### src/rtl/mod997_chunk_seq_pkg.sv
// Shared constants, FSM state type and modular helpers for the mod-997 chunk sequencer.
// Define MOD_SEQ_X500_EN to scale every residue by 500 (out_r = 500*X mod MOD).
package mod_seq_pkg;

    localparam int MOD     = 997;
    localparam int RES_W   = 10;
    localparam int CHUNK_W = 6;
    localparam int N_CHUNK = 10;
    localparam int X_W     = CHUNK_W * N_CHUNK;
    localparam int IDX_W   = $clog2(N_CHUNK);

`ifdef MOD_SEQ_X500_EN
    localparam int SCALE = 500;
`else
    localparam int SCALE = 1;
`endif

    typedef enum logic [1:0] {
        IDLE,
        RUN,
        DONE
    } state_t;

    // Both operands are already reduced, so one conditional subtract suffices.
    function automatic logic [RES_W-1:0] modadd(
        input logic [RES_W-1:0] a,
        input logic [RES_W-1:0] b
    );
        logic [RES_W:0] s;
        s = {1'b0, a} + {1'b0, b};
        if (s >= (RES_W+1)'(MOD))
            s = s - (RES_W+1)'(MOD);
        return s[RES_W-1:0];
    endfunction

endpackage

### src/rtl/mod997_chunk_seq_if.sv
// Operand/result handshake bundle for the mod-997 chunk sequencer.
// The producer/consumer side uses master; the sequencer uses slave.
interface mod997_chunk_seq_if;
    import mod_seq_pkg::*;

    logic             in_valid;
    logic             in_ready;
    logic [X_W-1:0]   in_x;
    logic             out_valid;
    logic             out_ready;
    logic [RES_W-1:0] out_r;
    logic             busy;

    modport master (
        output in_valid, in_x, out_ready,
        input  in_ready, out_valid, out_r, busy
    );

    modport slave (
        input  in_valid, in_x, out_ready,
        output in_ready, out_valid, out_r, busy
    );

endinterface

### src/rtl/mod997_chunk_seq_lut.sv
// Chunk-residue lookup: (SCALE * chunk * 2^(CHUNK_W*idx)) mod MOD.
// Table contents are computed at elaboration from MOD and SCALE.
module mod_chunk_lut
    import mod_seq_pkg::*;
(
    input  logic [CHUNK_W-1:0] chunk,
    input  logic [IDX_W-1:0]   idx,
    output logic [RES_W-1:0]   residue
);

    localparam int N_ENT    = 2 ** CHUNK_W;
    localparam int LUT_N    = N_CHUNK * N_ENT;
    localparam int LUT_BITS = LUT_N * RES_W;

    // Weight 2^(CHUNK_W*i) mod MOD is advanced per row to keep products small.
    function automatic logic [LUT_BITS-1:0] build_lut();
        logic [LUT_BITS-1:0] t;
        int w;
        int v;
        t = '0;
        w = 1;
        for (int i = 0; i < N_CHUNK; i++) begin
            for (int c = 0; c < N_ENT; c++) begin
                v = (((SCALE * c) % MOD) * w) % MOD;
                t[(i*N_ENT + c)*RES_W +: RES_W] = RES_W'(v);
            end
            w = (w * N_ENT) % MOD;
        end
        return t;
    endfunction

    localparam logic [LUT_BITS-1:0] TABLE = build_lut();

    logic [IDX_W+CHUNK_W-1:0] addr;

    assign addr = {idx, chunk};

    always_comb begin
        residue = '0;
        if (int'(addr) < LUT_N)
            residue = TABLE[int'(addr)*RES_W +: RES_W];
    end

endmodule

### src/rtl/mod997_chunk_seq.sv
// Sequential X mod 997 reducer: one chunk lookup and one modular add per cycle.
// With MOD_SEQ_X500_EN defined the result is (500*X) mod 997.
module mod997_chunk_seq
    import mod_seq_pkg::*;
(
    input  logic              clk,
    input  logic              rst,
    mod997_chunk_seq_if.slave bus
);

    state_t             state;
    logic [IDX_W-1:0]   idx;
    logic [X_W-1:0]     x_q;
    logic [RES_W-1:0]   acc;
    logic [RES_W-1:0]   acc_nxt;
    logic [RES_W-1:0]   lut_r;
    logic [CHUNK_W-1:0] chunk;
    logic               in_ready_q;
    logic               out_valid_q;
    logic [RES_W-1:0]   out_r_q;
    logic               busy_q;

    assign chunk   = x_q[int'(idx)*CHUNK_W +: CHUNK_W];
    assign acc_nxt = modadd(acc, lut_r);

    mod_chunk_lut u_lut (
        .chunk   (chunk),
        .idx     (idx),
        .residue (lut_r)
    );

    always_ff @(posedge clk or posedge rst) begin
        if (rst) begin
            state       <= IDLE;
            idx         <= '0;
            x_q         <= '0;
            acc         <= '0;
            in_ready_q  <= 1'b1;
            out_valid_q <= 1'b0;
            out_r_q     <= '0;
            busy_q      <= 1'b0;
        end else begin
            unique case (state)
                IDLE: begin
                    if (bus.in_valid) begin
                        x_q        <= bus.in_x;
                        acc        <= '0;
                        idx        <= '0;
                        state      <= RUN;
                        in_ready_q <= 1'b0;
                        busy_q     <= 1'b1;
                    end
                end
                RUN: begin
                    acc <= acc_nxt;
                    // idx parks on the last chunk rather than wrapping.
                    if (idx == IDX_W'(N_CHUNK - 1)) begin
                        state       <= DONE;
                        out_valid_q <= 1'b1;
                        out_r_q     <= acc_nxt;
                    end else begin
                        idx <= idx + IDX_W'(1);
                    end
                end
                DONE: begin
                    if (bus.out_ready) begin
                        state       <= IDLE;
                        out_valid_q <= 1'b0;
                        in_ready_q  <= 1'b1;
                        busy_q      <= 1'b0;
                    end
                end
                default: state <= IDLE;
            endcase
        end
    end

    assign bus.in_ready  = in_ready_q;
    assign bus.out_valid = out_valid_q;
    assign bus.out_r     = out_r_q;
    assign bus.busy      = busy_q;

endmodule

### src/flat_wrapper.sv
// flat-port wrapper written by rule: the top's interface ports become plain ports
module mod997_chunk_seq_flat import mod_seq_pkg::*;
  (clk, rst, bus_in_valid, bus_in_x, bus_out_ready, bus_in_ready, bus_out_valid, bus_out_r, bus_busy);
  mod997_chunk_seq_if bus_i ();
  input  logic clk;
  input  logic rst;
  input wire logic [$bits(bus_i.in_valid)-1:0] bus_in_valid;
  input wire logic [$bits(bus_i.in_x)-1:0] bus_in_x;
  input wire logic [$bits(bus_i.out_ready)-1:0] bus_out_ready;
  output wire logic [$bits(bus_i.in_ready)-1:0] bus_in_ready;
  output wire logic [$bits(bus_i.out_valid)-1:0] bus_out_valid;
  output wire logic [$bits(bus_i.out_r)-1:0] bus_out_r;
  output wire logic [$bits(bus_i.busy)-1:0] bus_busy;
  assign bus_i.in_valid = bus_in_valid;
  assign bus_i.in_x = bus_in_x;
  assign bus_i.out_ready = bus_out_ready;
  assign bus_in_ready = bus_i.in_ready;
  assign bus_out_valid = bus_i.out_valid;
  assign bus_out_r = bus_i.out_r;
  assign bus_busy = bus_i.busy;
  mod997_chunk_seq u_core (.clk(clk), .rst(rst), .bus(bus_i));
endmodule
### config.mk
export PLATFORM = sky130hd
export DESIGN_NAME = mod997_chunk_seq_flat
export DESIGN_NICKNAME = d
export VERILOG_FILES = /design/src/rtl/mod997_chunk_seq_pkg.sv /design/src/rtl/mod997_chunk_seq_if.sv /design/src/rtl/mod997_chunk_seq_lut.sv /design/src/rtl/mod997_chunk_seq.sv /design/src/flat_wrapper.sv
export SDC_FILE = /design/constraint.sdc
export NUM_CORES = 1
export LEC_CHECK = 0
export ABC_AREA = 1
export CAP_MARGIN = 5
export CORE_MARGIN = 2
export CORE_UTILIZATION = 55
export CTS_CLUSTER_DIAMETER = 60
export DETAILED_ROUTE_END_ITERATION = 12
export HOLD_SLACK_MARGIN = 0.12
export PLACE_DENSITY = 0.73
export SYNTH_ARGS = -nofsm -noshare
export SYNTH_HDL_FRONTEND = slang
export SYNTH_SLANG_ARGS = --single-unit
export TNS_END_PERCENT = 50
### constraint.sdc
create_clock -name clk -period 6.4 [get_ports clk]
set_clock_uncertainty 0.2 [all_clocks]
set_input_delay 1.28 -clock clk [delete_from_list [all_inputs] [get_ports clk]]
set_output_delay 1.28 -clock clk [all_outputs]
set_load 0.005 [all_outputs]
Word-level counts from Yosys, hierarchy flattened:

Index checks and enable logic that the tools add are counted.

* flip-flop bits (word level): 89
* bits of input ports: 64
* output and inout port bits: 13
* logic and storage cells: 54

* add/subtract/negate cells: 3
* $mul: 2
* order comparisons: 2
* eq/ne operators: 7
* shift operators: 2
* multiplexer cells: 19
* reductions and logical operators: 11

Operators with widths (count)
* $shiftx A6400 B15 Y10 const A: 1
* $shiftx A60 B32 Y6: 1
* $mux W10: 3
* $pmux W10 S2: 1
* $mul A10 B3 Y13 const B: 1
* $reduce_and A3 Y1: 4
* $add A10 B10 Y11: 1
* $ge A11 B10 Y1 const B: 1
* $lt A10 B10 Y1 const B: 1
* $sub A10 B10 Y10 const B: 1
* $mux W4: 2
* $pmux W4 S2: 1
* $mul A4 B2 Y6 const B: 1
* $mux W2: 3
* $ne A2 B2 Y1 const B: 3
* $pmux W1 S2: 3
* $pmux W2 S3: 1
* $reduce_and A2 Y1: 3
* $reduce_bool A2 Y1: 3
* $mux W1: 5
* $add A4 B1 Y4 const B: 1
* $eq A4 B4 Y1 const B: 1
* $eq A2 B1 Y1 const B: 1
* $eq A2 B2 Y1 const B: 1
* 2 further kinds: 2

Logic depth before layout (Yosys ltp):

* depth after elaboration: 9
* mapped depth: 42
* depth with buffers taken out: 39

By module:

From an unflattened synthesis, not the netlist that was laid out.

* cell total of the unflattened synthesis: 1777
* area total of the unflattened synthesis: 10029.6 sq um

Modules (own cells, without submodules)
* mod_chunk_lut: instances 1, cells each 1126, area each 5159.9 sq um, sequential area each 0.0 sq um
* mod997_chunk_seq: instances 1, cells each 651, area each 4869.7 sq um, sequential area each 2228.4 sq um

Worst setup path before layout:

No wires, ideal clock.

* kind: register to register
* start point: register u_core.idx[1]
* end point: register u_core.acc[9]
* setup time: 66 ps
* data arrival time: 5134 ps
* required time: 6134 ps
* slack: 999 ps
* stages on the path, launching flop included: 36
* buffers on the path: 3
* period minus slack after synthesis: 5401 ps
* path through: dfrtp_1 > inv_2 > nand2_1 > nor2_2 > buf_2 > nand2_1 > nand2_2 > inv_2 > ha_1 > clkbuf_1 > inv_1 > nand3_1 > nand2_1 > nand2_1 > o21ai_0 > a21oi_1 > nand2_1 > nand2_1 > nand3_1 > nand2_1 > ha_1 > inv_1 > fa_1 > o21ai_2 > nand4_1 > nand2_1 > xnor2_1 > or2_2 > nor2_1 > o211ai_2 > nand2_2 > buf_2 > nand3_1 > nand2_1 > nand2_1 > nand2_1

* cells in the longest elaborated chain, start to end: 9
* elaborated cells between the ends (all ways): 11
* those cells by class: add/sub: 2; mul: 2; order compare: 2; shift: 2; mux: 3

Ends and longest elaborated chain
* start, declared: RTL line mod997_chunk_seq.sv:12 `logic [IDX_W-1:0] idx;`
* start signal, assigned: RTL line mod997_chunk_seq.sv:62 `idx <= idx + IDX_W'(1);`
* $mul A4 B2 Y6: RTL line mod997_chunk_seq.sv:23 `assign chunk = x_q[int'(idx)*CHUNK_W +: CHUNK_W];`
* $shiftx A60 B32 Y6: RTL line mod997_chunk_seq.sv:23
* $mul A10 B3 Y13: RTL line mod997_chunk_seq_lut.sv:41 `residue = TABLE[int'(addr)*RES_W +: RES_W];`
* $shiftx A6400 B15 Y10: RTL line mod997_chunk_seq_lut.sv:41
* $mux W10 (*): RTL line mod997_chunk_seq_lut.sv:40 `if (int'(addr) < LUT_N)`
* $add A10 B10 Y11 (*): RTL line mod997_chunk_seq_pkg.sv:30 `s = {1'b0, a} + {1'b0, b};`
* $sub A10 B10 Y10 / $ge A11 B10 Y1 (equally long branches): RTL line mod997_chunk_seq_pkg.sv:32, mod997_chunk_seq_pkg.sv:31
* $mux W10 (*): RTL line mod997_chunk_seq_pkg.sv:31 `if (s >= (RES_W+1)'(MOD))`
* $pmux W10 S2 (*): RTL line mod997_chunk_seq.sv:43 `unique case (state)`
* end signal, assigned: RTL line mod997_chunk_seq.sv:55 `acc <= acc_nxt;`
* end, declared: RTL line mod997_chunk_seq.sv:14 `logic [RES_W-1:0] acc;`

Mark *: on every way between the ends. The rest lies on a longest branch, timed or not.
A chain may end at the register's enable or synchronous reset.

Worst setup path in the final report:

* start point: register u_core.idx[1]
* end point: register u_core.out_r_q[2] (netlist: u_core.bus.out_r[2])

* cells in the longest elaborated chain, start to end: 8
* elaborated cells between the ends (all ways): 12
* those cells by class: add/sub: 2; mul: 2; order compare: 2; eq/ne: 1; shift: 2; mux: 2; reduce/logical: 1

Ends and longest elaborated chain
* $mul A4 B2 Y6: RTL line mod997_chunk_seq.sv:23
* $shiftx A60 B32 Y6: RTL line mod997_chunk_seq.sv:23
* $mul A10 B3 Y13: RTL line mod997_chunk_seq_lut.sv:41
* $shiftx A6400 B15 Y10: RTL line mod997_chunk_seq_lut.sv:41
* $mux W10: RTL line mod997_chunk_seq_lut.sv:40
* $add A10 B10 Y11: RTL line mod997_chunk_seq_pkg.sv:30
* $sub A10 B10 Y10 / $ge A11 B10 Y1 (equally long branches): RTL line mod997_chunk_seq_pkg.sv:32, mod997_chunk_seq_pkg.sv:31
* $mux W10: RTL line mod997_chunk_seq_pkg.sv:31
* end signal, assigned: RTL line mod997_chunk_seq.sv:60 `out_r_q <= acc_nxt;`
* end, declared: RTL line mod997_chunk_seq.sv:20 `logic [RES_W-1:0] out_r_q;`

Parallel ways exist; a longest one is shown, timed or not.

==> impl_metrics.tcl <==
set metrics [dict create \
    period_needed_ns 6.257 \
    grt_pass1_vias 12490 \
    syn-cell-area_um2 9970 \
    report.final.hold_viol_count 0 \
    antenna_found_initial 0 \
    r2r-start "u_core.idx[1]$_DFFE_PP0P_" \
    clock-sinks 89 \
    rrSetupSlack_ns 0.14 \
    drc 0 \
    path_max_fanout 16 \
    setup_ws_ns 0.1433 \
    die_h_um 138.6 \
    use_met1 0.5853 \
    clk_latency_ns 0.35 \
    start_kind "flip-flop" \
    gp_congestion 1.202 \
    io_pins 77 \
    route.detailed.wl_per_inst_um 22.13 \
    ys_seq_area_frac 0.2235 \
    hp-class "flip-flop to flip-flop" \
    timing.fmax_ghz 0.1598 \
    slowest_delay_ns 0.60 \
    core_um2 17900 \
    root_buffer "clkbuf_16" \
    cts_buffer_depth 2 \
    top_usage_layer "met2" \
    criticalPathCategory "flip-flop to flip-flop" \
    whs_ns 0.2673 \
    numCtsBuffers 9 \
    end_kind "flip-flop" \
    max_cap_violations 0 \
    syn_nets 1887 \
    diodes 0 \
    rsz0062_at_grt "false" \
    grt_use_met3 0.1692 \
    avgViaCountPerCell 6.468 \
    path_common_cell "nand2_1" \
    rows 49 \
    avgSynthCellArea_um2 5.560 \
    start_util 0.5569 \
    yosysUniqueCellTypes 44 \
    rr_worst_depth 32 \
    synth-seq-cells 89 \
    firstDrtPassIters 10 \
    syn2layout_area_growth_pct 14.02 \
    synth-warning-count 0 \
    die_w_um 138.6 \
    track_usage 0.4680 \
    arrival_ns 6.28 \
    worstHoldPathCells 2 \
    htree_num_levels 3 \
    hp-start "u_core.bus.in_ready$_DFFE_PP1P_" \
    place_ws_ns 0.1956 \
    io_buffers 76 \
    worst_hold_path.endpoint "u_core.bus.in_ready$_DFFE_PP1P_" \
    synthCells 1793 \
    critPathRequiredTime_ns 6.43 \
    use_met2 0.6871 \
    slew_viol_final 0 \
    slew_headroom 0.3547 \
    routed_wl_um 45880 \
    fill_cells 1748 \
    gr-total-overflow 0 \
    cts_tree "built" \
    drive_above_1_share 0.06887 \
    grt_pass1_wl_um 70790 \
    timing.rr.end "u_core.bus.out_r[2]$_DFFE_PP0P_" \
    period_share 0.9776 \
    status "finished clean" \
    final_nets 1933 \
    vias 13410 \
    worst_pin_slew_ns 0.9680 \
    dieArea_um2 19220 \
    place_hpwl_um 32230 \
    grt_max_degree 90 \
    drtIter0Drc 2456 \
    ant_nets 0 \
    slowest_stage "nand3_1" \
    final.setup.tns_ns 0 \
    clk_pin_slew_ns 0.06 \
    finalSetupViolations 0 \
]
[cell usage after synthesis (all sizes together)]
master	number	area share
nor2	118	0.047
nand3	248	0.13
and3	2	0.0013
a211oi	1	0.00075
o211ai	13	0.011
inv	121	0.046
nor3	3	0.0015
dfrtp	88	0.22
nand2	824	0.31
o21bai	1	0.00075
nand3b	6	0.0045
a31oi	4	0.0025
buf	69	0.040
a22oi	2	0.0015
o221ai	2	0.0018
xnor2	5	0.0044
a21boi	3	0.0038
or2	2	0.0013
o2111ai	1	0.00088
ha	29	0.036
o22ai	3	0.0019
a21o	1	0.00075
a21oi	73	0.037
o21ai	110	0.056
o31ai	5	0.0038
nand4	22	0.014
xor2	8	0.0070
fa	1	0.0020
clkbuf	27	0.010
dfstp	1	0.0026
[critical path: cells and delay by family (launching register included)]
family / cells / cell delay, ns
AO/OA/AOI/OAI: 4 / 0.64
XOR/XNOR: 1 / 0.34
adder cells (fa/ha/maj): 2 / 0.61
buffers and inverters: 4 / 0.61
flip-flops: 1 / 0.49
AND/OR/NAND/NOR: 21 / 3.24
[metrics by stage]
stage / cells / cell area, um2 / utilization
after floorplan: 1793 / 9970 / -
after global placement: 2056 / 10970 / 0.6125
after detailed placement: 2056 / 10970 / 0.6125
after CTS: 2072 / 11300 / 0.6310
after global routing: 2073 / 11370 / 0.6350
final: 2073 / 11370 / 0.6350
[area by class of cell]
| class | instances | area (um2) | area share |
|---|---|---|---|
| Tap cell | 229 | 286.5 | 0.02521 |
| Timing Repair Buffer | 131 | 1202 | 0.1058 |
| Clock inverter | 7 | 105.1 | 0.009246 |
| Inverter | 121 | 456.7 | 0.04018 |
| Multi-Input combinational cell | 1487 | 6862 | 0.6036 |
| Sequential cell | 89 | 2230 | 0.1961 |
| Clock buffer | 9 | 225.2 | 0.01981 |
[state kept, by name, summed over array words and instances, names as in the netlist]
register,cells
u_core.x_q,60
u_core.state,2
u_core.bus.out_r,10
u_core.bus.in_ready,1
u_core.bus.busy,1
u_core.acc,10
u_core.idx,4
u_core.bus.out_valid,1
[repair_timing]
item                       4_1_cts  5_1_grt
hold buffers                     0        0
resized for setup                0       14
setup endpoints to repair        0       20
buffers inserted                 0        1
[placed cells by master (no fill, tap or decap), drive strengths merged]
master / instances
a211oi: 1
a31oi: 4
a21oi: 73
fa: 1
clkinvlp: 1
o211ai: 13
clkdlybuf4s50: 76
nor2: 118
o21bai: 1
o221ai: 2
and3: 2
o2111ai: 1
a21o: 1
o22ai: 3
xnor2: 5
clkinv: 2
xor2: 8
clkbuf: 9
o21ai: 110
nand3: 248
o31ai: 5
nand4: 22
bufinv: 2
nand3b: 6
inv: 123
buf: 55
nor3: 3
nand2: 824
a21boi: 3
a22oi: 2
or2: 2
dfrtp: 88
ha: 29
dfstp: 1
[metal layers]
layer | vias to the layer above | part of all wire | wire length (um)
met5 | - | 0.00041 | 19
met4 | 2 | 0.088 | 4050
met3 | 387 | 0.16 | 7138
met2 | 1262 | 0.40 | 18420
met1 | 5866 | 0.35 | 16250
li1 | 5892 | - | -
[cells by family (layout without fill, tap and decap cells)]
family / count (synthesis) / after routing / synth area share
compound gates: 219 / 219 / 0.1217
xor+xnor: 13 / 13 / 0.01142
fa+ha+maj: 30 / 30 / 0.03840
buf+inv: 217 / 268 / 0.09563
flops: 89 / 89 / 0.2235
simple gates: 1225 / 1225 / 0.5093
[how the worst max path moves through the flow]
stage	startpoint	end	slack (ns)	cells after the start
finish	u_core.idx[1]$_DFFE_PP0P_	u_core.bus.out_r[2]$_DFFE_PP0P_	0.14	32
global route	u_core.idx[0]$_DFFE_PP0P_	u_core.acc[4]$_DFFE_PP0P_	0.01	33
global placement	u_core.idx[1]$_DFFE_PP0P_	u_core.bus.out_r[6]$_DFFE_PP0P_	0.31	34
CTS	u_core.idx[1]$_DFFE_PP0P_	u_core.bus.out_r[2]$_DFFE_PP0P_	0.10	34
floorplan	u_core.idx[1]$_DFFE_PP0P_	u_core.acc[9]$_DFFE_PP0P_	1.0	35
detailed placement	u_core.idx[1]$_DFFE_PP0P_	u_core.bus.out_r[4]$_DFFE_PP0P_	0.20	33
Power is left out: the tool's default activity adds up to more than one toggle a clock period on the data nets, which glitch-free logic cannot reach.
